===== src/rtl/regfile_pkg.sv =====
// Shared defaults and helpers for the scoreboarded register file.
// Imported by regfile_sb and regfile_scoreboard.
package regfile_pkg;

  localparam int unsigned REG_W        = 32;
  localparam int unsigned REG_DEPTH    = 32;
  localparam int unsigned LINK_REG_IDX = 31;
  localparam int unsigned ZERO_REG_IDX = 0;

  // Bits needed to address depth entries (minimum 1).
  function automatic int unsigned addr_width(input int unsigned depth);
    int unsigned w;
    w = 1;
    for (int unsigned i = 1; i < 32; i++) begin
      if ((32'd1 << i) < depth) w = i + 1;
    end
    return w;
  endfunction

endpackage


===== src/rtl/regfile_scoreboard.sv =====
// Per-register busy bits for RAW hazard detection, with a registered
// population count and write-bypassed busy lookups.
module regfile_scoreboard
  import regfile_pkg::*;
#(
  parameter int unsigned DEPTH       = REG_DEPTH,
  parameter int unsigned AW          = addr_width(DEPTH),
  parameter bit          ZERO_REG_EN = 1'b1
) (
  input  logic          clock,
  input  logic          reset_n,
  input  logic          wr_en,
  input  logic [AW-1:0] wr_addr,
  input  logic          reserve_en,
  input  logic [AW-1:0] reserve_addr,
  input  logic [AW-1:0] rr1_addr,
  input  logic [AW-1:0] rr2_addr,
  output logic          rbusy1,
  output logic          rbusy2,
  output logic [AW:0]   busy_count
);

  logic [DEPTH-1:0] busy_q, busy_d;
  logic [AW:0]      count_q, count_d;
  logic             rsv_en;

  assign rsv_en = reserve_en & ~(ZERO_REG_EN && (reserve_addr == AW'(ZERO_REG_IDX)));

  // Reserve is applied after the clear so a newer producer wins.
  always_comb begin
    busy_d = busy_q;
    if (wr_en)  busy_d[wr_addr]      = 1'b0;
    if (rsv_en) busy_d[reserve_addr] = 1'b1;
  end

  always_comb begin
    count_d = '0;
    for (int i = 0; i < DEPTH; i++) begin
      count_d = count_d + {{AW{1'b0}}, busy_d[i]};
    end
  end

  always_ff @(posedge clock or negedge reset_n) begin
    if (!reset_n) begin
      busy_q  <= '0;
      count_q <= '0;
    end else begin
      busy_q  <= busy_d;
      count_q <= count_d;
    end
  end

  function automatic logic busy_lookup(input logic [AW-1:0] addr);
    logic cleared;
    cleared = wr_en && (wr_addr == addr) && !(rsv_en && (reserve_addr == addr));
    return busy_q[addr] & ~cleared;
  endfunction

  assign rbusy1     = busy_lookup(rr1_addr);
  assign rbusy2     = busy_lookup(rr2_addr);
  assign busy_count = count_q;

endmodule


===== src/rtl/regfile_sb.sv =====
// Parametrised register file with write-first bypass, jal link-register
// redirect and a busy scoreboard for pipeline stall detection.
module regfile_sb
  import regfile_pkg::*;
#(
  parameter int unsigned W           = REG_W,
  parameter int unsigned DEPTH       = REG_DEPTH,
  parameter int unsigned AW          = addr_width(DEPTH),
  parameter int unsigned LINK_REG    = DEPTH - 1,
  parameter bit          ZERO_REG_EN = 1'b1
) (
  input  logic          clock,
  input  logic          reset_n,
  input  logic          regwrite,
  input  logic          jal_ra,
  input  logic [AW-1:0] wr_addr,
  input  logic [W-1:0]  wr_data,
  input  logic [AW-1:0] rr1_addr,
  input  logic [AW-1:0] rr2_addr,
  output logic [W-1:0]  rdata1,
  output logic [W-1:0]  rdata2,
  output logic          rbusy1,
  output logic          rbusy2,
  input  logic          reserve_en,
  input  logic [AW-1:0] reserve_addr,
  output logic [AW:0]   busy_count
);

  logic [W-1:0]  mem_q [DEPTH];
  logic [AW-1:0] ea;
  logic          wr_en;

  assign ea = jal_ra ? AW'(LINK_REG) : wr_addr;

  // Gating with reset_n keeps the bypass from leaking wr_data during reset.
  assign wr_en = regwrite & reset_n & ~(ZERO_REG_EN && (ea == AW'(ZERO_REG_IDX)));

  always_ff @(posedge clock or negedge reset_n) begin
    if (!reset_n) begin
      for (int i = 0; i < DEPTH; i++) mem_q[i] <= '0;
    end else if (wr_en) begin
      mem_q[ea] <= wr_data;
    end
  end

  function automatic logic [W-1:0] read_port(input logic [AW-1:0] addr);
    logic [W-1:0] val;
    if (!reset_n) begin
      val = '0;
    end else if (wr_en && (ea == addr)) begin
      val = wr_data;
    end else if (ZERO_REG_EN && (addr == AW'(ZERO_REG_IDX))) begin
      val = '0;
    end else begin
      val = mem_q[addr];
    end
    return val;
  endfunction

  assign rdata1 = read_port(rr1_addr);
  assign rdata2 = read_port(rr2_addr);

  regfile_scoreboard #(
    .DEPTH       (DEPTH),
    .AW          (AW),
    .ZERO_REG_EN (ZERO_REG_EN)
  ) u_scoreboard (
    .clock        (clock),
    .reset_n      (reset_n),
    .wr_en        (wr_en),
    .wr_addr      (ea),
    .reserve_en   (reserve_en),
    .reserve_addr (reserve_addr),
    .rr1_addr     (rr1_addr),
    .rr2_addr     (rr2_addr),
    .rbusy1       (rbusy1),
    .rbusy2       (rbusy2),
    .busy_count   (busy_count)
  );

endmodule

===== config.mk =====
export PLATFORM = sky130hd
export DESIGN_NAME = regfile_sb
export DESIGN_NICKNAME = d
export VERILOG_FILES = /design/src/rtl/regfile_pkg.sv /design/src/rtl/regfile_scoreboard.sv /design/src/rtl/regfile_sb.sv
export SDC_FILE = /design/constraint.sdc
export NUM_CORES = 2
export LEC_CHECK = 0
export CAP_MARGIN = 5
export CORE_UTILIZATION = 50
export CTS_CLUSTER_SIZE = 8
export DETAILED_ROUTE_END_ITERATION = 8
export PLACE_DENSITY = 0.78
export SYNTH_ARGS = -nofsm -noshare
export SYNTH_HDL_FRONTEND = slang
export SYNTH_SLANG_ARGS = --single-unit

===== constraint.sdc =====
create_clock -name clock -period 6.3 [get_ports clock]
set_clock_uncertainty 0.2 [all_clocks]
set_input_delay 0.63 -clock clock [delete_from_list [all_inputs] [get_ports clock]]
set_output_delay 0.63 -clock clock [all_outputs]
set_load 0.02 [all_outputs]

* Word level (Yosys, flattened, before mapping) *
Index checks and enable logic that the tools add are counted.

operators by class
  $add $sub $neg = 31
  order comparisons = 10
  equal/unequal tests = 4
  multiplexer cells = 26
  bitwise logic cells = 15
  reduce and logical (&&, ||, !) cells = 15

operators by type and width
  kind                                                                                 number
  1024-bit bitwise mux                                                                 1
  32-bit two-way mux                                                                   13
  32-bit binary-select mux with 5-bit select                                           2
  6-bit by 1-bit adder with 6-bit output                                               30
  32-bit demux with 5-bit select                                                       1
  32-bit bitwise AND                                                                   1
  32-bit inverter                                                                      1
  32-bit OR                                                                            1
  5-bit by 6-bit < comparator with 1-bit output, second input constant                 4
  5-bit == test                                                                        4
  5-bit zero test                                                                      4
  6-bit greater-or-equal comparator, second input constant                             3
  5-bit inverter with 6-bit output                                                     3
  1-bit binary-select mux with 5-bit select                                            2
  1-bit demux with 5-bit select                                                        2
  5-bit by 1-bit greater-or-equal comparator with 1-bit output, second input constant  2
  1-bit logical AND                                                                    9
  6-bit by 1-bit < comparator with 1-bit output, second input constant                 1
  1-bit bitwise AND                                                                    5
  5-bit two-way mux                                                                    1
  1-bit two-way mux                                                                    4
  1-bit inverter                                                                       4
  1-bit by 1-bit adder with 2-bit output                                               1
  1-bit zero test                                                                      2

storage, ports and cells
  register bits after elaboration = 1062
  output and inout port bits = 72

* Depth between registers and ports, before layout *
  word-level depth = 41
  gate-level depth with buffers = 24
  gate-level depth less buffers = 21

* By module *
From an unflattened synthesis, not the netlist that was laid out.

unflattened totals
  cell total of the unflattened synthesis = 4804
  area, all modules = 59569.6 µm²

modules (own cells, without submodules)
  module              instances  cells each  area an instance (µm²)  sequential area each (µm²)
  regfile_sb          1          4507        56452.9                 25624.6
  regfile_scoreboard  1          297         3116.7                  950.9

* Least setup slack after synthesis *
Ideal clock, no wire load.

  path kind = in2reg
  start point = in jal_ra
  end point = reg u_scoreboard.count_q[4] (netlist: u_scoreboard.busy_count[4])
  library setup time = 0.080 ns
  arrival = 6.591 ns
  data required time = 6.020 ns
  slack = -0.571 ns
  cell stages on the path = 22
  path buffers = 2
  cells stage by stage = or2_1 buf_2 nor3_2 nand2_1 buf_1 a22o_1 ha_1 fa_1 inv_1 fa_1 fa_1 inv_1 fa_1 inv_1 fa_1 fa_1 inv_1 fa_1 fa_1 a21o_1 a21oi_1 xnor2_1

between the ends
  cells in the longest elaborated chain, start to end = 41
  elaborated cells between the ends (all ways) = 45
  classes of those cells = 31 x add/sub; 2 x order compare; 5 x mux; 5 x bitwise; 2 x reduce/logical

RTL lines
  what                                                                                                                                                        line                      text
  start, declared                                                                                                                                             regfile_sb.sv:15          input logic jal_ra,
  5-bit two-way mux (*)                                                                                                                                       regfile_sb.sv:33          assign ea = jal_ra ? AW'(LINK_REG) : wr_addr;
  5-bit by 6-bit < comparator with 1-bit output (implied by the code) / 5-bit by 1-bit greater-or-equal comparator with 1-bit output (equally long branches)  regfile_scoreboard.sv:32  if (wr_en) busy_d[wr_addr] = 1'b0;
  1-bit logical AND (implied by the code)                                                                                                                     regfile_scoreboard.sv:32
  1-bit two-way mux (implied by the code)                                                                                                                     regfile_scoreboard.sv:32
  1-bit demux with 5-bit select                                                                                                                               -
  32-bit inverter (no line)                                                                                                                                   -
  32-bit bitwise AND (no line)                                                                                                                                -
  32-bit two-way mux (*)                                                                                                                                      regfile_scoreboard.sv:32
  32-bit OR (no line)                                                                                                                                         -
  32-bit two-way mux (*)                                                                                                                                      regfile_scoreboard.sv:33  if (rsv_en) busy_d[reserve_addr] = 1'b1;
  named net u_scoreboard.busy_d[1]                                                                                                                            regfile_scoreboard.sv:23  logic [DEPTH-1:0] busy_q, busy_d;
  1-bit by 1-bit adder with 2-bit output (*)                                                                                                                  regfile_scoreboard.sv:39  count_d = count_d + {{AW{1'b0}}, busy_d[i]};
  6-bit by 1-bit adder with 6-bit output (*) (30 in a row)                                                                                                    regfile_scoreboard.sv:39
  named net u_scoreboard.count_d[4]                                                                                                                           regfile_scoreboard.sv:24  logic [AW:0] count_q, count_d;
  end signal, assigned                                                                                                                                        regfile_scoreboard.sv:49  count_q <= count_d;
  end, declared                                                                                                                                               regfile_scoreboard.sv:24

The timed path passes the listed nets; every way through them passes the cells marked *.
A chain may end at the register's enable or synchronous reset.

* Worst setup path after layout *
  start point = in wr_addr[3]
  end point = reg u_scoreboard.count_q[4] (netlist: u_scoreboard.busy_count[4])

between the ends
  cells in the longest elaborated chain, start to end = 41
  elaborated cells between the ends (all ways) = 45
  classes of those cells = 31 x add/sub; 2 x order compare; 5 x mux; 5 x bitwise; 2 x reduce/logical

RTL lines
  what                                                                                                                                                        line                      text
  start, declared                                                                                                                                             regfile_sb.sv:16          input logic [AW-1:0] wr_addr,
  5-bit two-way mux (*)                                                                                                                                       regfile_sb.sv:33
  5-bit by 6-bit < comparator with 1-bit output (implied by the code) / 5-bit by 1-bit greater-or-equal comparator with 1-bit output (equally long branches)  regfile_scoreboard.sv:32
  1-bit logical AND (implied by the code)                                                                                                                     regfile_scoreboard.sv:32
  1-bit two-way mux (implied by the code)                                                                                                                     regfile_scoreboard.sv:32
  1-bit demux with 5-bit select                                                                                                                               -
  32-bit inverter (no line)                                                                                                                                   -
  32-bit bitwise AND (no line)                                                                                                                                -
  32-bit two-way mux (*)                                                                                                                                      regfile_scoreboard.sv:32
  32-bit OR (no line)                                                                                                                                         -
  32-bit two-way mux (*)                                                                                                                                      regfile_scoreboard.sv:33
  named net u_scoreboard.busy_d[1]                                                                                                                            regfile_scoreboard.sv:23
  1-bit by 1-bit adder with 2-bit output (*)                                                                                                                  regfile_scoreboard.sv:39
  6-bit by 1-bit adder with 6-bit output (*) (30 in a row)                                                                                                    regfile_scoreboard.sv:39
  named net u_scoreboard.count_d[4]                                                                                                                           regfile_scoreboard.sv:24

Marked as above.

==> run_results.csv <==
group,metric,value,unit
cts,cts.sinks,1062,
final_layout,most-common-layout-cells,"dfrtp_1, mux2_2, mux4_2",
logic_synthesis,syn_area,0.0587,mm2
grt,antenna_found_initial,4,
routing,drtAntennaViolNets,0,
grt,grt_busiest_layer,"met2",
floorplan,boundaryPins,129,
min_path,hold_class,"in -> async",
floorplan,die_h,345,um
sta,worst_pin_slew,1.24,ns
floorplan,rows,125,
critical_path,crit_type,"in -> reg",
sta,timing.final.max_slew_violations,0,
logic_synthesis,ys.warnings.count,0,
grt,track_usage,0.303,
cts,cts_tree,"yes",
cts,cts_buffers,150,
grt,grt.met1_usage,0.400,
final_layout,syn2layout_area_growth,12.4,%
routing,dr.pass1.iters,5,
final_layout,nNetsFinal,4214,
final_layout,final_common_cell,"dfrtp_1",
status,outcome,"finished, violations left",
routing,vias_per_cell,6.96,
logic_synthesis,synthCells,4119,
grt,grt_start_max_net_pins,187,
critical_path,crit_path_start_kind,"input port",
cts,cts.path.max_buffers,3,
cts,cts_max_level,4,
logic_synthesis,syn_area_per_cell,14.2,um2
critical_path,endpoint_kind,"flop",
critical_path,arrival,6.59,ns
sta,hold_viol,9,
cts,cts-root-buf,"clkbuf_16",
placement,place_area,0.0618,mm2
grt,use_met2,0.484,
pwr,vdd.ir_drop.worst,0.604,mV
routing,drc,0,
status,violations,"negative hold slack",
logic_synthesis,synth-async-reset-ratio,1.00,
grt,grt_pass1_vias,41000,
logic_synthesis,ys.flop_type,"dfrtp_1",
placement,dpl.hpwl,96.4,mm
grt,grt_overflow,0,
cts,path_clk_slew,0.06,ns
routing,avgRoutedWirePerCell,31.3,um
floorplan,fp.dieArea,0.119,mm2
floorplan,core-area,0.116,mm2
sta,period_minus_slack,6.12,ns
placement,routabilityCongestion,0.920,
final_layout,fin_area,0.0660,mm2
pwr,p_per_area,308,mW/mm2
logic_synthesis,synth.distinct_cells,56,
pwr,p_leak,29.8,nW
sta,clock.fmax,0.163,GHz
logic_synthesis,syn_nets,4208,
sta,slew_headroom,0.171,
sta,timing.final.crit_share,0.971,
sta,finalSetupViolations,0,
routing,drt_wl_total,177,mm
routing,drt_iter0_markers,4081,
grt,grt_pass1_wl,266,mm
placement,portBuffers,128,
logic_synthesis,ys_seq_elements,1062,
critical_path,critPathRequiredTime,6.78,ns
critical_path,worstPathMaxFanout,3,
cts,clock_latency,0.76,ns
final_layout,layout-drive-gt1-share,0.453,
logic_synthesis,seq_area_frac_synth,0.453,
logic_synthesis,synth_edf_count,0,
final_layout,layout.cells.non_filler,5666,
routing,num_vias,39400,
placement,placed_cells,5490,
job,drv_cap,0,
floorplan,fp.dieW,345,um
floorplan,initial_core_util,0.505,
sta,worst_hold_slack,-0.0145,ns
grt,grt_use_met3,0.0610,
metal layers:
metal | part of all wire | vias to the layer above
met2 | 0.48 | 2110
met4 | 0.045 | 4
met1 | 0.38 | 20900
met3 | 0.091 | 517
met5 | 0.00017 | -
li1 | - | 15900
cell families after synthesis:
group	after synthesis	synth area share
buffers and inverters	543	0.0397
flip-flops	1062	0.453
AO/OA/AOI/OAI	569	0.0740
XOR/XNOR	19	0.00284
multiplexers	1717	0.403
AND/OR/NAND/NOR	177	0.0177
adder cells (fa/ha/maj)	32	0.00989
critical path: stages:
cell,delay (ns)
dlygate4sd2_1,0.36
or2_4,0.30
nor3_4,0.21
nand2_2,0.11
a22o_1,0.25
ha_1,0.32
fa_1,0.48
inv_1,0.06
fa_1,0.51
fa_1,0.56
inv_1,0.05
fa_1,0.48
inv_1,0.05
fa_1,0.47
fa_1,0.49
inv_1,0.06
fa_2,0.37
fa_2,0.35
a21o_1,0.20
a21oi_2,0.14
xnor2_1,0.12
power by group:
part / switching (mW) / internal (mW)
Clock: 2.91 / 4.34
Combinational: 2.44 / 2.60
Sequential: 0.478 / 7.55
Total: 5.83 / 14.5
registers in the layout, summed over array words and instances (netlist names):
register	count
u_scoreboard.busy_count	6
mem_q	1024
u_scoreboard.busy_q	32
stage by stage:
stage	TNS (ns)	util	power, mW	setup WS [ns]	hold slack [ns]
floorplan	-0.446	-	11.4	-0.298	0.134
CTS	0	0.567	20.4	0.0404	0.194
detailed placement	-3.24	0.532	13.1	-0.811	0.182
finish	0	0.568	20.3	0.183	-0.0145
global route	-0.00218	0.568	21.2	-0.00218	0.0270
global placement	-3.06	0.532	12.8	-0.763	0.176
cell type report:
| type | instances | area, um2 |
|---|---|---|
| multi-input combinational | 2514 | 30000 |
| timing repair buffer | 341 | 3250 |
| inverter | 56 | 210 |
| fill | 8988 | 50200 |
| clock inverter | 8 | 104 |
| antenna | 4 | 10.0 |
| tap | 1524 | 1910 |
| clock buffer | 157 | 3920 |
| sequential | 1062 | 26600 |
cell usage after synthesis, types with 10 or more instances:
library cell,instances,share of area
dfrtp_1,1062,0.45
mux2_2,1008,0.19
mux4_2,408,0.16
clkbuf_1,288,0.018
mux2i_1,255,0.043
o221ai_1,124,0.019
buf_2,106,0.0090
o21ai_0,71,0.0061
nor2b_1,69,0.0074
a21oi_1,68,0.0058
o31ai_1,65,0.0083
a211oi_1,64,0.0082
a32o_1,64,0.011
o2bb2ai_1,62,0.0093
buf_1,61,0.0039
inv_1,56,0.0036
mux2_1,36,0.0069
nand2_1,31,0.0020
fa_1,24,0.0082
buf_4,20,0.0026
nor2_1,19,0.0012
a22o_1,16,0.0024
xor2_1,13,0.0019
buf_6,11,0.0021
mux2_4,10,0.0026
nor3_1,10,0.00085
repair_timing:
item / 4_1_cts / 5_1_grt
setup endpoints to repair: 1 / 1
hold buffers: 1 / 0
pin swaps: 0 / 9
setup buffers: 0 / 6
cloned: 0 / 0
resized for setup: 1 / 24
endpoints found under the hold margin: 32 / 0
worst paths after layout:
| kind | from | endpoint | slack (ns) | depth (start not counted) |
|---|---|---|---|---|
| setup / recovery | wr_addr[3] | u_scoreboard.busy_count[4] | 0.18 | 21 |
| hold / removal | reset_n | u_scoreboard.busy_count[1] | -0.01 | 3 |
| setup reg to reg | u_scoreboard.busy_q[1] | u_scoreboard.busy_count[4] | 0.67 | 17 |
| hold reg to reg | mem_q[995] | mem_q[995] | 0.19 | 0 |
| max in group asynchronous | reset_n | mem_q[588] | 2.23 | 7 |
| min in group clock | mem_q[995] | mem_q[995] | 0.19 | 0 |
No activity file was read; power rests on OpenSTA's default activity.
